## config.mk

```make
export PLATFORM = sky130hd
export DESIGN_NAME = wb_sequencer_flat
export DESIGN_NICKNAME = d
export VERILOG_FILES = /design/src/rtl/wb_sequencer_pkg.sv /design/src/rtl/wb_sequencer_if.sv /design/src/rtl/wb_sequencer.sv /design/src/flat_wrapper.sv
export SDC_FILE = /design/constraint.sdc
export NUM_CORES = 1
export LEC_CHECK = 0
export ABC_AREA = 0
export CAP_MARGIN = 20
export CELL_PAD_IN_SITES_DETAIL_PLACEMENT = 1
export CELL_PAD_IN_SITES_GLOBAL_PLACEMENT = 1
export CORE_AREA = 8 8 112 114
export CTS_CLUSTER_SIZE = 28
export DETAILED_ROUTE_END_ITERATION = 16
export DIE_AREA = 0 0 120 122
export GPL_ROUTABILITY_DRIVEN = 1
export PLACE_DENSITY = 0.87
export SLEW_MARGIN = 20
export SYNTH_ARGS = -nofsm -noshare
export SYNTH_HDL_FRONTEND = slang
export SYNTH_SLANG_ARGS = --single-unit
```

## constraint.sdc

```tcl
create_clock -name clk -period 3.6 [get_ports clk]
set_clock_uncertainty 0.2 [all_clocks]
set_input_delay 0.36 -clock clk [delete_from_list [all_inputs] [get_ports clk]]
set_output_delay 0.36 -clock clk [all_outputs]
set_load 0.02 [all_outputs]
```

## src/rtl/wb_sequencer_pkg.sv

```systemverilog
// Shared ALU/writeback definitions: opcode map, sequencer state encoding and
// the captured-result payload type.
package wb_sequencer_pkg;

  localparam int unsigned OP_W     = 6;
  localparam int unsigned RESULT_W = 32;
  localparam int unsigned HALF_W   = 16;
  localparam int unsigned COUNT_W  = 16;

  // ALU opcode map (instruction bits 31:26)
  localparam logic [OP_W-1:0] ALU_OP_NOP   = 6'b000000;
  localparam logic [OP_W-1:0] ALU_OP_ADD   = 6'b000001;
  localparam logic [OP_W-1:0] ALU_OP_SUB   = 6'b000010;
  localparam logic [OP_W-1:0] ALU_OP_STORE = 6'b000011;
  localparam logic [OP_W-1:0] ALU_OP_LOAD  = 6'b000100;
  localparam logic [OP_W-1:0] ALU_OP_AND   = 6'b000101;
  localparam logic [OP_W-1:0] ALU_OP_OR    = 6'b000110;
  localparam logic [OP_W-1:0] ALU_OP_MUL   = 6'b000111;
  localparam logic [OP_W-1:0] ALU_OP_XOR   = 6'b001000;
  localparam logic [OP_W-1:0] ALU_OP_SLL   = 6'b001001;
  localparam logic [OP_W-1:0] ALU_OP_SRL   = 6'b001010;
  localparam logic [OP_W-1:0] ALU_OP_SRA   = 6'b001011;
  localparam logic [OP_W-1:0] ALU_OP_SLT   = 6'b001100;
  localparam logic [OP_W-1:0] ALU_OP_SLTU  = 6'b001101;
  localparam logic [OP_W-1:0] ALU_OP_LUI   = 6'b001110;
  localparam logic [OP_W-1:0] ALU_OP_NOT   = 6'b001111;
  localparam logic [OP_W-1:0] ALU_OP_MAX   = 6'b010000;

  typedef enum logic [1:0] {
    IDLE  = 2'd0,
    WR_LO = 2'd1,
    WR_HI = 2'd2
  } seq_state_t;

  typedef struct packed {
    logic [OP_W-1:0]     op;
    logic [RESULT_W-1:0] result;
  } alu_result_t;

  // True when an opcode produces at least one register write.
  function automatic logic op_writes(input logic [OP_W-1:0] op,
                                     input logic [OP_W-1:0] op_store,
                                     input logic [OP_W-1:0] op_max);
    return (op <= op_max) && (op != op_store);
  endfunction

endpackage

```

## src/rtl/wb_sequencer_if.sv

```systemverilog
// ALU-result handshake plus register-file write port, seen from the ALU side
// (master) and the writeback sequencer (slave).
interface wb_sequencer_if #(
  parameter int unsigned ADDR_W = 5,
  parameter int unsigned DATA_W = 16
) ();
  import wb_sequencer_pkg::*;

  logic                in_valid;
  logic                in_ready;
  logic [OP_W-1:0]     in_op;
  logic [RESULT_W-1:0] in_result;
  logic [ADDR_W-1:0]   in_rdst1;
  logic [ADDR_W-1:0]   in_rdst2;
  logic                rf_we;
  logic [ADDR_W-1:0]   rf_addr;
  logic [DATA_W-1:0]   rf_wdata;

  modport master (
    output in_valid, in_op, in_result, in_rdst1, in_rdst2,
    input  in_ready, rf_we, rf_addr, rf_wdata
  );

  modport slave (
    input  in_valid, in_op, in_result, in_rdst1, in_rdst2,
    output in_ready, rf_we, rf_addr, rf_wdata
  );

endinterface

```

## src/rtl/wb_sequencer.sv

```systemverilog
// Writeback sequencer: turns accepted ALU results into one or two register-file
// writes (two for MUL), one write per cycle, with sticky illegal-opcode flag.
module wb_sequencer
  import wb_sequencer_pkg::*;
#(
  parameter int unsigned     DATA_W   = 16,
  parameter int unsigned     ADDR_W   = 5,
  parameter logic [OP_W-1:0] OP_MUL   = ALU_OP_MUL,
  parameter logic [OP_W-1:0] OP_STORE = ALU_OP_STORE,
  parameter logic [OP_W-1:0] OP_MAX   = ALU_OP_MAX
) (
  input  logic               clk,
  input  logic               reset,
  wb_sequencer_if.slave      bus,
  output logic               busy,
  output logic               illegal,
  output logic [COUNT_W-1:0] wb_count
);

  seq_state_t        state, state_nxt;
  alu_result_t       hold, hold_nxt;
  logic [ADDR_W-1:0] hold_rdst1, hold_rdst1_nxt;
  logic [ADDR_W-1:0] hold_rdst2, hold_rdst2_nxt;
  logic              illegal_nxt;
  logic              ready_nxt;
  logic              we_nxt;
  logic [ADDR_W-1:0] addr_nxt;
  logic [DATA_W-1:0] wdata_nxt;
  logic              handshake_c;
  logic              writing_c;

  assign handshake_c = bus.in_valid && bus.in_ready;
  assign writing_c   = handshake_c && op_writes(bus.in_op, OP_STORE, OP_MAX);

  // Next state, holding register and the write that the next cycle performs.
  always_comb begin
    state_nxt      = state;
    hold_nxt       = hold;
    hold_rdst1_nxt = hold_rdst1;
    hold_rdst2_nxt = hold_rdst2;
    illegal_nxt    = illegal;
    ready_nxt      = 1'b1;
    we_nxt         = 1'b0;
    addr_nxt       = '0;
    wdata_nxt      = '0;

    if (handshake_c) begin
      hold_nxt.op     = bus.in_op;
      hold_nxt.result = bus.in_result;
      hold_rdst1_nxt  = bus.in_rdst1;
      hold_rdst2_nxt  = bus.in_rdst2;
      if (bus.in_op > OP_MAX) begin
        illegal_nxt = 1'b1;
      end
    end

    unique case (state)
      IDLE:    state_nxt = writing_c ? WR_LO : IDLE;
      WR_LO: begin
        if (hold.op == OP_MUL) begin
          state_nxt = WR_HI;
        end else begin
          state_nxt = writing_c ? WR_LO : IDLE;
        end
      end
      WR_HI:   state_nxt = writing_c ? WR_LO : IDLE;
      default: state_nxt = IDLE;
    endcase

    // Outputs are registered, so they are derived from the upcoming state.
    unique case (state_nxt)
      WR_LO: begin
        we_nxt    = 1'b1;
        addr_nxt  = hold_rdst1_nxt;
        wdata_nxt = DATA_W'(hold_nxt.result[HALF_W-1:0]);
        ready_nxt = (hold_nxt.op != OP_MUL);
      end
      WR_HI: begin
        we_nxt    = 1'b1;
        addr_nxt  = hold_rdst2_nxt;
        wdata_nxt = DATA_W'(hold_nxt.result[RESULT_W-1:HALF_W]);
      end
      default: begin
        we_nxt    = 1'b0;
      end
    endcase
  end

  // State, holding register and registered outputs; reset drops pending writes.
  always_ff @(posedge clk) begin
    if (reset) begin
      state        <= IDLE;
      hold         <= '0;
      hold_rdst1   <= '0;
      hold_rdst2   <= '0;
      bus.in_ready <= 1'b1;
      bus.rf_we    <= 1'b0;
      bus.rf_addr  <= '0;
      bus.rf_wdata <= '0;
      busy         <= 1'b0;
      illegal      <= 1'b0;
      wb_count     <= '0;
    end else begin
      state        <= state_nxt;
      hold         <= hold_nxt;
      hold_rdst1   <= hold_rdst1_nxt;
      hold_rdst2   <= hold_rdst2_nxt;
      bus.in_ready <= ready_nxt;
      bus.rf_we    <= we_nxt;
      bus.rf_addr  <= addr_nxt;
      bus.rf_wdata <= wdata_nxt;
      busy         <= (state_nxt != IDLE);
      illegal      <= illegal_nxt;
      wb_count     <= wb_count + COUNT_W'(we_nxt);
    end
  end

endmodule

```

## src/flat_wrapper.sv

```systemverilog
// flat-port wrapper written by rule: the top's interface ports become plain ports
module wb_sequencer_flat import wb_sequencer_pkg::*;
#(
  parameter int unsigned     DATA_W   = 16,
  parameter int unsigned     ADDR_W   = 5,
  parameter logic [OP_W-1:0] OP_MUL   = ALU_OP_MUL,
  parameter logic [OP_W-1:0] OP_STORE = ALU_OP_STORE,
  parameter logic [OP_W-1:0] OP_MAX   = ALU_OP_MAX
)
  (clk, reset, busy, illegal, wb_count, bus_in_valid, bus_in_op, bus_in_result, bus_in_rdst1, bus_in_rdst2, bus_in_ready, bus_rf_we, bus_rf_addr, bus_rf_wdata);
  wb_sequencer_if #(.ADDR_W(ADDR_W), .DATA_W(DATA_W)) bus_i ();
  input  logic clk;
  input  logic reset;
  output logic busy;
  output logic illegal;
  output logic [COUNT_W-1:0] wb_count;
  input wire logic [$bits(bus_i.in_valid)-1:0] bus_in_valid;
  input wire logic [$bits(bus_i.in_op)-1:0] bus_in_op;
  input wire logic [$bits(bus_i.in_result)-1:0] bus_in_result;
  input wire logic [$bits(bus_i.in_rdst1)-1:0] bus_in_rdst1;
  input wire logic [$bits(bus_i.in_rdst2)-1:0] bus_in_rdst2;
  output wire logic [$bits(bus_i.in_ready)-1:0] bus_in_ready;
  output wire logic [$bits(bus_i.rf_we)-1:0] bus_rf_we;
  output wire logic [$bits(bus_i.rf_addr)-1:0] bus_rf_addr;
  output wire logic [$bits(bus_i.rf_wdata)-1:0] bus_rf_wdata;
  assign bus_i.in_valid = bus_in_valid;
  assign bus_i.in_op = bus_in_op;
  assign bus_i.in_result = bus_in_result;
  assign bus_i.in_rdst1 = bus_in_rdst1;
  assign bus_i.in_rdst2 = bus_in_rdst2;
  assign bus_in_ready = bus_i.in_ready;
  assign bus_rf_we = bus_i.rf_we;
  assign bus_rf_addr = bus_i.rf_addr;
  assign bus_rf_wdata = bus_i.rf_wdata;
  wb_sequencer #(.DATA_W(DATA_W), .ADDR_W(ADDR_W), .OP_MUL(OP_MUL), .OP_STORE(OP_STORE), .OP_MAX(OP_MAX)) u_core (.clk(clk), .reset(reset), .bus(bus_i), .busy(busy), .illegal(illegal), .wb_count(wb_count));
endmodule
```

=== Word-level counts from Yosys, hierarchy flattened ===
Cells that the tools add are included.

* Add/subtract/negate cells: 1
* Order comparisons: 2
* Equal/unequal tests: 7
* Mux-type cells: 9
* Bitwise operators: 1
* Reductions and logical operators: 9

{| class="wikitable"
|+ Operator list
! cell !! count
|-
| $mux 38 || 1
|-
| $pmux 16 s2 || 1
|-
| $add 16x1->16 || 1
|-
| $mux 5 || 2
|-
| $pmux 5 s2 || 1
|-
| $eq 6x3->1 const B || 1
|-
| $gt 6x5->1 const B || 1
|-
| $le 6x5->1 const B || 1
|-
| $ne 6x2->1 const B || 1
|-
| $ne 6x3->1 const B || 1
|-
| $reduce_or 2->1 || 3
|-
| $eq 2x1->1 const B || 2
|-
| $eq 2x2->1 const B || 2
|-
| $pmux 2 s2 || 1
|-
| $logic_and 1x1->1 || 3
|-
| $logic_not 2->1 || 1
|-
| $mux 1 || 2
|-
| $mux 2 || 1
|-
| $reduce_and 2->1 || 1
|-
| $reduce_bool 2->1 || 1
|-
| $not 1->1 || 1
|}

* Register bits: 91
* Output and inout bits: 41

=== Longest topological paths before layout ===
Gate-level depths: netlist of the first run.

* Depth after elaboration: 10
* Gate-level depth with buffers: 10
* Mapped depth without buffers: 9

=== Worst setup path before layout of the first run ===
Ideal clock, no wire load.

* Path type: input to register
* From: input port bus_in_op[3]
* To: register u_core.wb_count[14]
* Library setup time: 0.121 ns
* Data arrival time: 2.794 ns
* Required time: 3.279 ns
* Setup slack: 0.485 ns
* Stages on the path: 9
* Path through: or4_1 -> a21oi_1 -> nand4_1 -> ha_1 -> ha_1 -> ha_1 -> nand4_4 -> nor4_1 -> mux2_2

* Cells in the longest elaborated chain, start to end: 10
* Elaborated cells on any way between the ends: 12
* Those cells by class: add/sub (1); order compare (1); eq/ne (3); mux (4); reduce/logical (3)

{| class="wikitable"
|+ RTL lines
! what !! line !! text
|-
| start, declared || flat_wrapper.sv:18 || <nowiki>input wire logic [$bits(bus_i.in_op)-1:0] bus_in_op;</nowiki>
|-
| $le 6x5->1 / $ne 6x2->1 (equally long branches) || wb_sequencer_pkg.sv:44 || <nowiki>return (op <= op_max) && (op != op_store);</nowiki>
|-
| $logic_and 1x1->1 * || wb_sequencer_pkg.sv:44 ||
|-
| $logic_and 1x1->1 * || wb_sequencer.sv:33 || <nowiki>assign writing_c = handshake_c && op_writes(bus.in_op, OP_STORE, OP_MAX);</nowiki>
|-
| $mux 1 * || wb_sequencer.sv:58, wb_sequencer.sv:63, wb_sequencer.sv:66 ||
|-
| $mux 2 || wb_sequencer.sv:60 || <nowiki>if (hold.op == OP_MUL) begin</nowiki>
|-
| $pmux 2 s2 * || wb_sequencer.sv:57 || <nowiki>unique case (state)</nowiki>
|-
| $eq 2x1->1 / $eq 2x2->1 (equally long branches) || wb_sequencer.sv:71 || <nowiki>unique case (state_nxt)</nowiki>
|-
| $reduce_or 2->1 (no line) * || -- ||
|-
| $mux 1 * || wb_sequencer.sv:71 ||
|-
| named net u_core.we_nxt || wb_sequencer.sv:26 || <nowiki>logic we_nxt;</nowiki>
|-
| $add 16x1->16 * || wb_sequencer.sv:114 || <nowiki>wb_count <= wb_count + COUNT_W'(we_nxt);</nowiki>
|-
| end signal, assigned || wb_sequencer.sv:114 ||
|-
| end, declared || wb_sequencer.sv:17 || <nowiki>output logic [COUNT_W-1:0] wb_count</nowiki>
|}

Mark *: on every way through the listed nets, which the timed path passes. The rest lies on a longest branch.
A chain may end at the register's enable or synchronous reset.

=== Worst setup path in the final report of the first run ===
* From: input port bus_in_op[2]
* To: register u_core.wb_count[14]

Same word-level chain as after synthesis.

==> results.cfg, run 1 <==
[yosys]
synth_area_per_cell_um2 = 9.42
yosysSeqAreaShare = 0.460
synth.area.top_cells = dfxtp_1 (46%), o21ba_2 (11%), a21boi_0 (8.0%), and3_1 (6.6%), o21ai_0 (4.8%)
ys_top_cells_by_count = dfxtp_1 (91), a21boi_0 (42), and3_1 (42), o21ba_2 (42), o21ai_0 (38)
async_reset_ff_frac = 0
synth_cell_types = 37
syn_nets = 477
synth.most_common_cell = dfxtp_1
synth_ff_type = dfxtp_1
synth_edf_count = 0
syn_inst = 421
yosysWarnings = 0
yosysTopAreaCell = dfxtp_1
synth_top_area_share = 0.460
synth_seq_cells = 91
syn_area_um2 = 3960

[global_route]
antenna_found_initial = 0
grt_max_degree = 92
grt_usage = 0.153
gr-total-overflow = 0
grt.met1_usage = 0.172
grt-busiest-layer = met2
grt_pass1_vias = 3710
grt_first_pass_wirelength_mm = 18.3
met2_usage = 0.276
use_met3 = 0.0250

[detailed_routing]
num_vias = 3394
wl_per_cell_um = 17.4
ant_nets = 0
drtIter0Drc = 126
first_pass_iters = 4
finalWirelength_mm = 11.2
vias_per_cell = 5.27
drc = 0

[run]
drv_cap = 0

[hold_path]
hp-class = flop to flop
hp-start = u_core.hold[37]

[sta]
hold_violations = 0
min_period_ns = 3.32
worstMarginPinSlew_ns = 0.811
drv_slew = 0
fmax_mhz = 301
setup_viol = 0
fin_crit_sh = 0.922
rsz0062_at_grt = false
relSlewSlack = 0.460

[layout]
final_cells = 644
antenna_cells = 0
drive_gt1_frac = 0.161
layout.nets = 555
area_growth_pct = 31.1
final_util = 0.486

[worst_setup_path]
crit_start = bus_in_op[2]
timing_worst_setup_path_type = input port to flop
crit_buf_inv = 1
r2r_start = u_core.hold[35]
cp-start-kind = input port
crit_fanout = 4
crit_chain = clkdlybuf4s50_1 > or4_1 > a21oi_1 > nand4_1 > ha_1 > ha_1 > ha_1 > nand4_4 > nor4_1 > mux2_2
critPathSlowestCell = or4_1
required_ns = 3.65
cp.arrival_ns = 3.37
critPathCaptureType = flop
slowest_delay_ns = 0.51
crit_top_cell = ha_1
path_delay_family = simple AND/OR/NAND/NOR gates

[clock_tree]
clock_latency_ns = 0.35
htreeDepth = 3
cts_hold_buf = 0
cts_buffers = 9
cts-resized-gates = 0
cts-root-buf = clkbuf_8
tritoncts = built
clockBufferDepth = 2
clk_pin_slew_ns = 0.10
clock-sinks = 91
post_cts_buffers = 0

[placed_design]
hpwl_mm = 7.60
dpl.cell_count = 628
gp_congestion = 0.772
io_buffers = 91

[floorplan]
rows = 38
core_area_um2 = 10700
num_io_pins = 92
die_x_um = 120
die_area_um2 = 14600
die_h_um = 122
start_util = 0.371

[power]
cellPowerDensity_nw_per_um2 = 377
max-vdd-ir-drop_mv = 0.189
p_leak_uw = 0.00189

[status]
run_status = completed
[flip-flops by register name, indices dropped and copies added (netlist names)]
name and count:
u_core.state 2, u_core.busy 1, u_core.bus.in_ready 1, u_core.hold_rdst1 5
u_core.hold 38, u_core.wb_count 16, u_core.hold_rdst2 5, u_core.bus.rf_wdata 16
u_core.bus.rf_we 1, u_core.illegal 1, u_core.bus.rf_addr 5
[tightest hold or removal path, delay by kind of cell, from the launching register on]
family,cells,cell delay (ns)
and+or+nand+nor,1,0.06
DFF,1,0.33
AOI/OAI and AO/OA,1,0.05
[layout by cell type (no fill, tap or decap), drive strengths merged, types with 5 or more instances in the layout]
cell type | Yosys | final
a21boi | 42 | 42
a21oi | 34 | 34
and3 | 42 | 42
buf | 4 | 12
clkbuf | 30 | 10
clkdlybuf4s50 | 0 | 89
dfxtp | 91 | 91
ha | 5 | 5
inv | 5 | 5
mux2 | 6 | 6
nand2 | 7 | 7
nand3 | 10 | 10
nand4 | 7 | 7
nor2 | 11 | 11
nor2b | 8 | 8
o21ai | 45 | 45
o21ba | 42 | 42
[worst paths after layout]
check	end	slack (ns)	cells after the start
max	u_core.wb_count[14]	0.28	10
min	u_core.hold[37]	0.29	2
max reg2reg	u_core.wb_count[14]	0.43	9
min reg2reg	u_core.hold[37]	0.29	2
[area by class of cell]
| class | count | area (um^2) |
|---|---|---|
| Fill cell | 1221 | 5500 |
| Timing Repair Buffer | 101 | 976 |
| Multi-Input combinational cell | 291 | 2000 |
| Sequential cell | 91 | 1820 |
| Clock inverter | 6 | 65.1 |
| Inverter | 5 | 18.8 |
| Tap cell | 140 | 175 |
| Clock buffer | 10 | 138 |
[layer usage]
layer  wire length, um  share of wire
met5                 0              0
met4               241          0.021
met3               310          0.028
met2              5850           0.52
met1              4810           0.43
[cell families after synthesis]
logic type	share of synthesized area
compound gates	0.300
buf+inv	0.0376
xor+xnor	0.00663
simple gates	0.164
fa+ha+maj	0.0158
mux	0.0170
flops	0.460
[metrics by stage]
stage          instance area [um^2]  setup WS (ns)  total power (uW)  TNS [ns]  hold slack (ns)
4_1_cts                        5190          0.211              1980         0            0.275
3_5_place_dp                   4990        -0.0921              1270    -0.139            0.262
5_1_grt                        5190          0.103              2030         0            0.300
6_report                       5190          0.281              1960         0            0.285
3_3_place_gp                   4990        0.00471              1260         0            0.243
2_1_floorplan                  3960          0.485              1180         0            0.232
[where the power goes]
| group | internal [uW] | leakage [uW] | switching, uW |
|---|---|---|---|
| Combinational | 116 | 0.00105 | 82.9 |
| Sequential | 1040 | 0.000742 | 10.4 |
| Clock | 340 | 0.000102 | 370 |
| Total | 1490 | 0.00189 | 463 |
Power figures use the tool's default switching activity.
==> run 2, diff against run 1 <==
--- a/config.mk
+++ b/config.mk
@@ -9,12 +9,12 @@
 export CAP_MARGIN = 20
 export CELL_PAD_IN_SITES_DETAIL_PLACEMENT = 1
 export CELL_PAD_IN_SITES_GLOBAL_PLACEMENT = 1
-export CORE_AREA = 8 8 112 114
+export CORE_AREA = 8 8 117 119
 export CTS_CLUSTER_SIZE = 28
 export DETAILED_ROUTE_END_ITERATION = 16
-export DIE_AREA = 0 0 120 122
+export DIE_AREA = 0 0 125 127
 export GPL_ROUTABILITY_DRIVEN = 1
-export PLACE_DENSITY = 0.87
+export PLACE_DENSITY = 0.84
 export SLEW_MARGIN = 20
 export SYNTH_ARGS = -nofsm -noshare
 export SYNTH_HDL_FRONTEND = slang
==> constraint.sdc (replaced) <==
create_clock -name clk -period 2.75 [get_ports clk]
set_clock_uncertainty 0.2 [all_clocks]
set_input_delay 0.275 -clock clk [delete_from_list [all_inputs] [get_ports clk]]
set_output_delay 0.275 -clock clk [all_outputs]
set_load 0.02 [all_outputs]
==> results.cfg, run 2 (synthesis results as in run 1) <==
[clock_tree]
clockBufferDepth = 2
htreeDepth = 3
tritoncts = built
clock-sinks = 91
clock_latency_ns = 0.35
clk_pin_slew_ns = 0.06
cts_buffers = 9
cts-root-buf = clkbuf_16

[hold_path]
hold_end = u_core.hold[34]
hp-start = bus_in_op[2]
holdPathStages = 3
hp-class = input port to flop

[floorplan]
num_io_pins = 92
die_area_um2 = 15900
start_util = 0.336
rows = 40
die_h_um = 127
die_x_um = 125
core_area_um2 = 11800

[sta]
rsz0062_at_grt = true
setup_viol = 7
hold_violations = 0
final.setup.tns_ns = -0.325
relSlewSlack = 0.494
drv_slew = 0
fmax_mhz = 351
min_period_ns = 2.85
worstMarginPinSlew_ns = 0.758
fin_crit_sh = 1.04
setup_ws_ns = -0.102

[layout]
largest_reg_flops = 38
area_growth_pct = 43.6
drive_gt1_frac = 0.219
reg_top3 = u_core.hold x38, u_core.bus.rf_wdata x16, u_core.wb_count x16
antenna_cells = 0
top_register = u_core.hold
final_cell_mix = dfxtp_1 (88), clkdlybuf4s50_1 (85), and3_1 (42), a21boi_0 (42), o21ba_2 (42)
final_common_cell = dfxtp_1
final_cells = 667
fillers = 1315
layout.nets = 573

[worst_setup_path]
r2r_slack_ns = -0.10
timing_worst_setup_path_type = flop to flop
cp.arrival_ns = 2.89
cp-start-kind = flop
crit_fanout = 5
reg2reg_depth = 10
r2r_start = u_core.hold[37]
required_ns = 2.79
critPathCaptureType = flop
reg2reg_to = u_core.wb_count[15]

[power]
pwr-share-seq = 0.459
power.total_uw = 3000
clock_power_share = 0.448
max-vdd-ir-drop_mv = 0.310
p_leak_uw = 0.00213
power.switching_uw = 637
switching_share = 0.212
power_frac_comb = 0.093
internal_power_uw = 2360
cellPowerDensity_nw_per_um2 = 527

[global_route]
grt_first_pass_wirelength_mm = 19.3
gr-total-overflow = 0
grt_pass1_vias = 3741
grt_usage = 0.147
antenna_found_initial = 1
grt_max_degree = 92

[detailed_routing]
num_vias = 3573
ant_nets = 0
finalWirelength_mm = 12.1
vias_per_cell = 5.36
drtIter0Drc = 216
wl_per_cell_um = 18.1
first_pass_iters = 4
drc = 0

[placed_design]
hpwl_mm = 7.40
gp_congestion = 0.789
dpl.cell_count = 640
io_buffers = 91

[run]
drv_cap = 0

[status]
violations = negative setup slack
run_status = finished, violations left
run 2: changes by cell type in the layout (fill, tap and decap cells not counted), moves of 5 or more:
| cell | previous run | this run |
|---|---|---|
| buf_4 | 10 | 19 |
| buf_12 | 0 | 5 |
| clkbuf_16 | 0 | 9 |
| clkbuf_8 | 10 | 2 |
run 2: worst max-delay path, stage by stage (launching register included):
cell	delay, ns
dfxtp_2	0.33
nor4b_4	0.33
nand4_1	0.17
or2_4	0.30
ha_4	0.28
ha_4	0.15
buf_12	0.11
nand4_4	0.15
buf_4	0.20
nor4_4	0.20
mux2_4	0.34
run 2: layout make-up:
class                           instances  area [um^2]  area share
Tap cell                              147          184      0.0323
Inverter                                5         18.8     0.00330
Multi-Input combinational cell        291         2160       0.380
Sequential cell                        91         1830       0.321
Timing Repair Buffer                  119         1190       0.208
Clock inverter                          2         60.1      0.0105
Clock buffer                           12          256      0.0451
run 2: stage by stage:
stage	setup slack, ns	instance area, um^2	hold slack [ns]	util
after floorplan	-0.00202	4010	0.222	-
after global placement	-0.478	5120	0.241	0.434
after detailed placement	-0.553	5120	0.268	0.434
after CTS	-0.0440	5580	0.118	0.472
after global routing	-0.211	5690	0.146	0.482
final	-0.102	5690	0.140	0.482
run 2: worst max-delay path by stage:
stage / cells after the start / startpoint / end
CTS: 9 / u_core.hold[36] / u_core.wb_count[14]
floorplan: 8 / bus_in_op[3] / u_core.wb_count[15]
global route: 10 / u_core.hold[37] / u_core.wb_count[15]
global placement: 9 / bus_in_op[2] / u_core.wb_count[15]
detailed placement: 9 / bus_in_op[3] / u_core.wb_count[15]
finish: 10 / u_core.hold[37] / u_core.wb_count[15]
run 2: power groups by stage:
stage	Sequential [uW]	Combinational, uW	Clock, uW
detailed placement	1400	271	0
global route	1380	305	1410
global placement	1400	262	0
floorplan	1400	141	0
finish	1380	280	1340
CTS	1380	280	1380
run 2: what timing repair did:
action | in CTS | in global routing
hold buffers | 0 | 0
endpoints found under the setup margin | 11 | 11
gates resized for setup | 16 | 18
setup buffers | 9 | 4
pin swaps | 10 | 10
run 2: metal layers:
metal | global-route usage | up-vias | wire (um)
li1 | - | 1710 | -
met1 | 0.178 | 1757 | 5350
met2 | 0.244 | 84 | 5970
met3 | 0.0395 | 20 | 541
met4 | 0.0616 | 2 | 203
met5 | 0 | - | 10
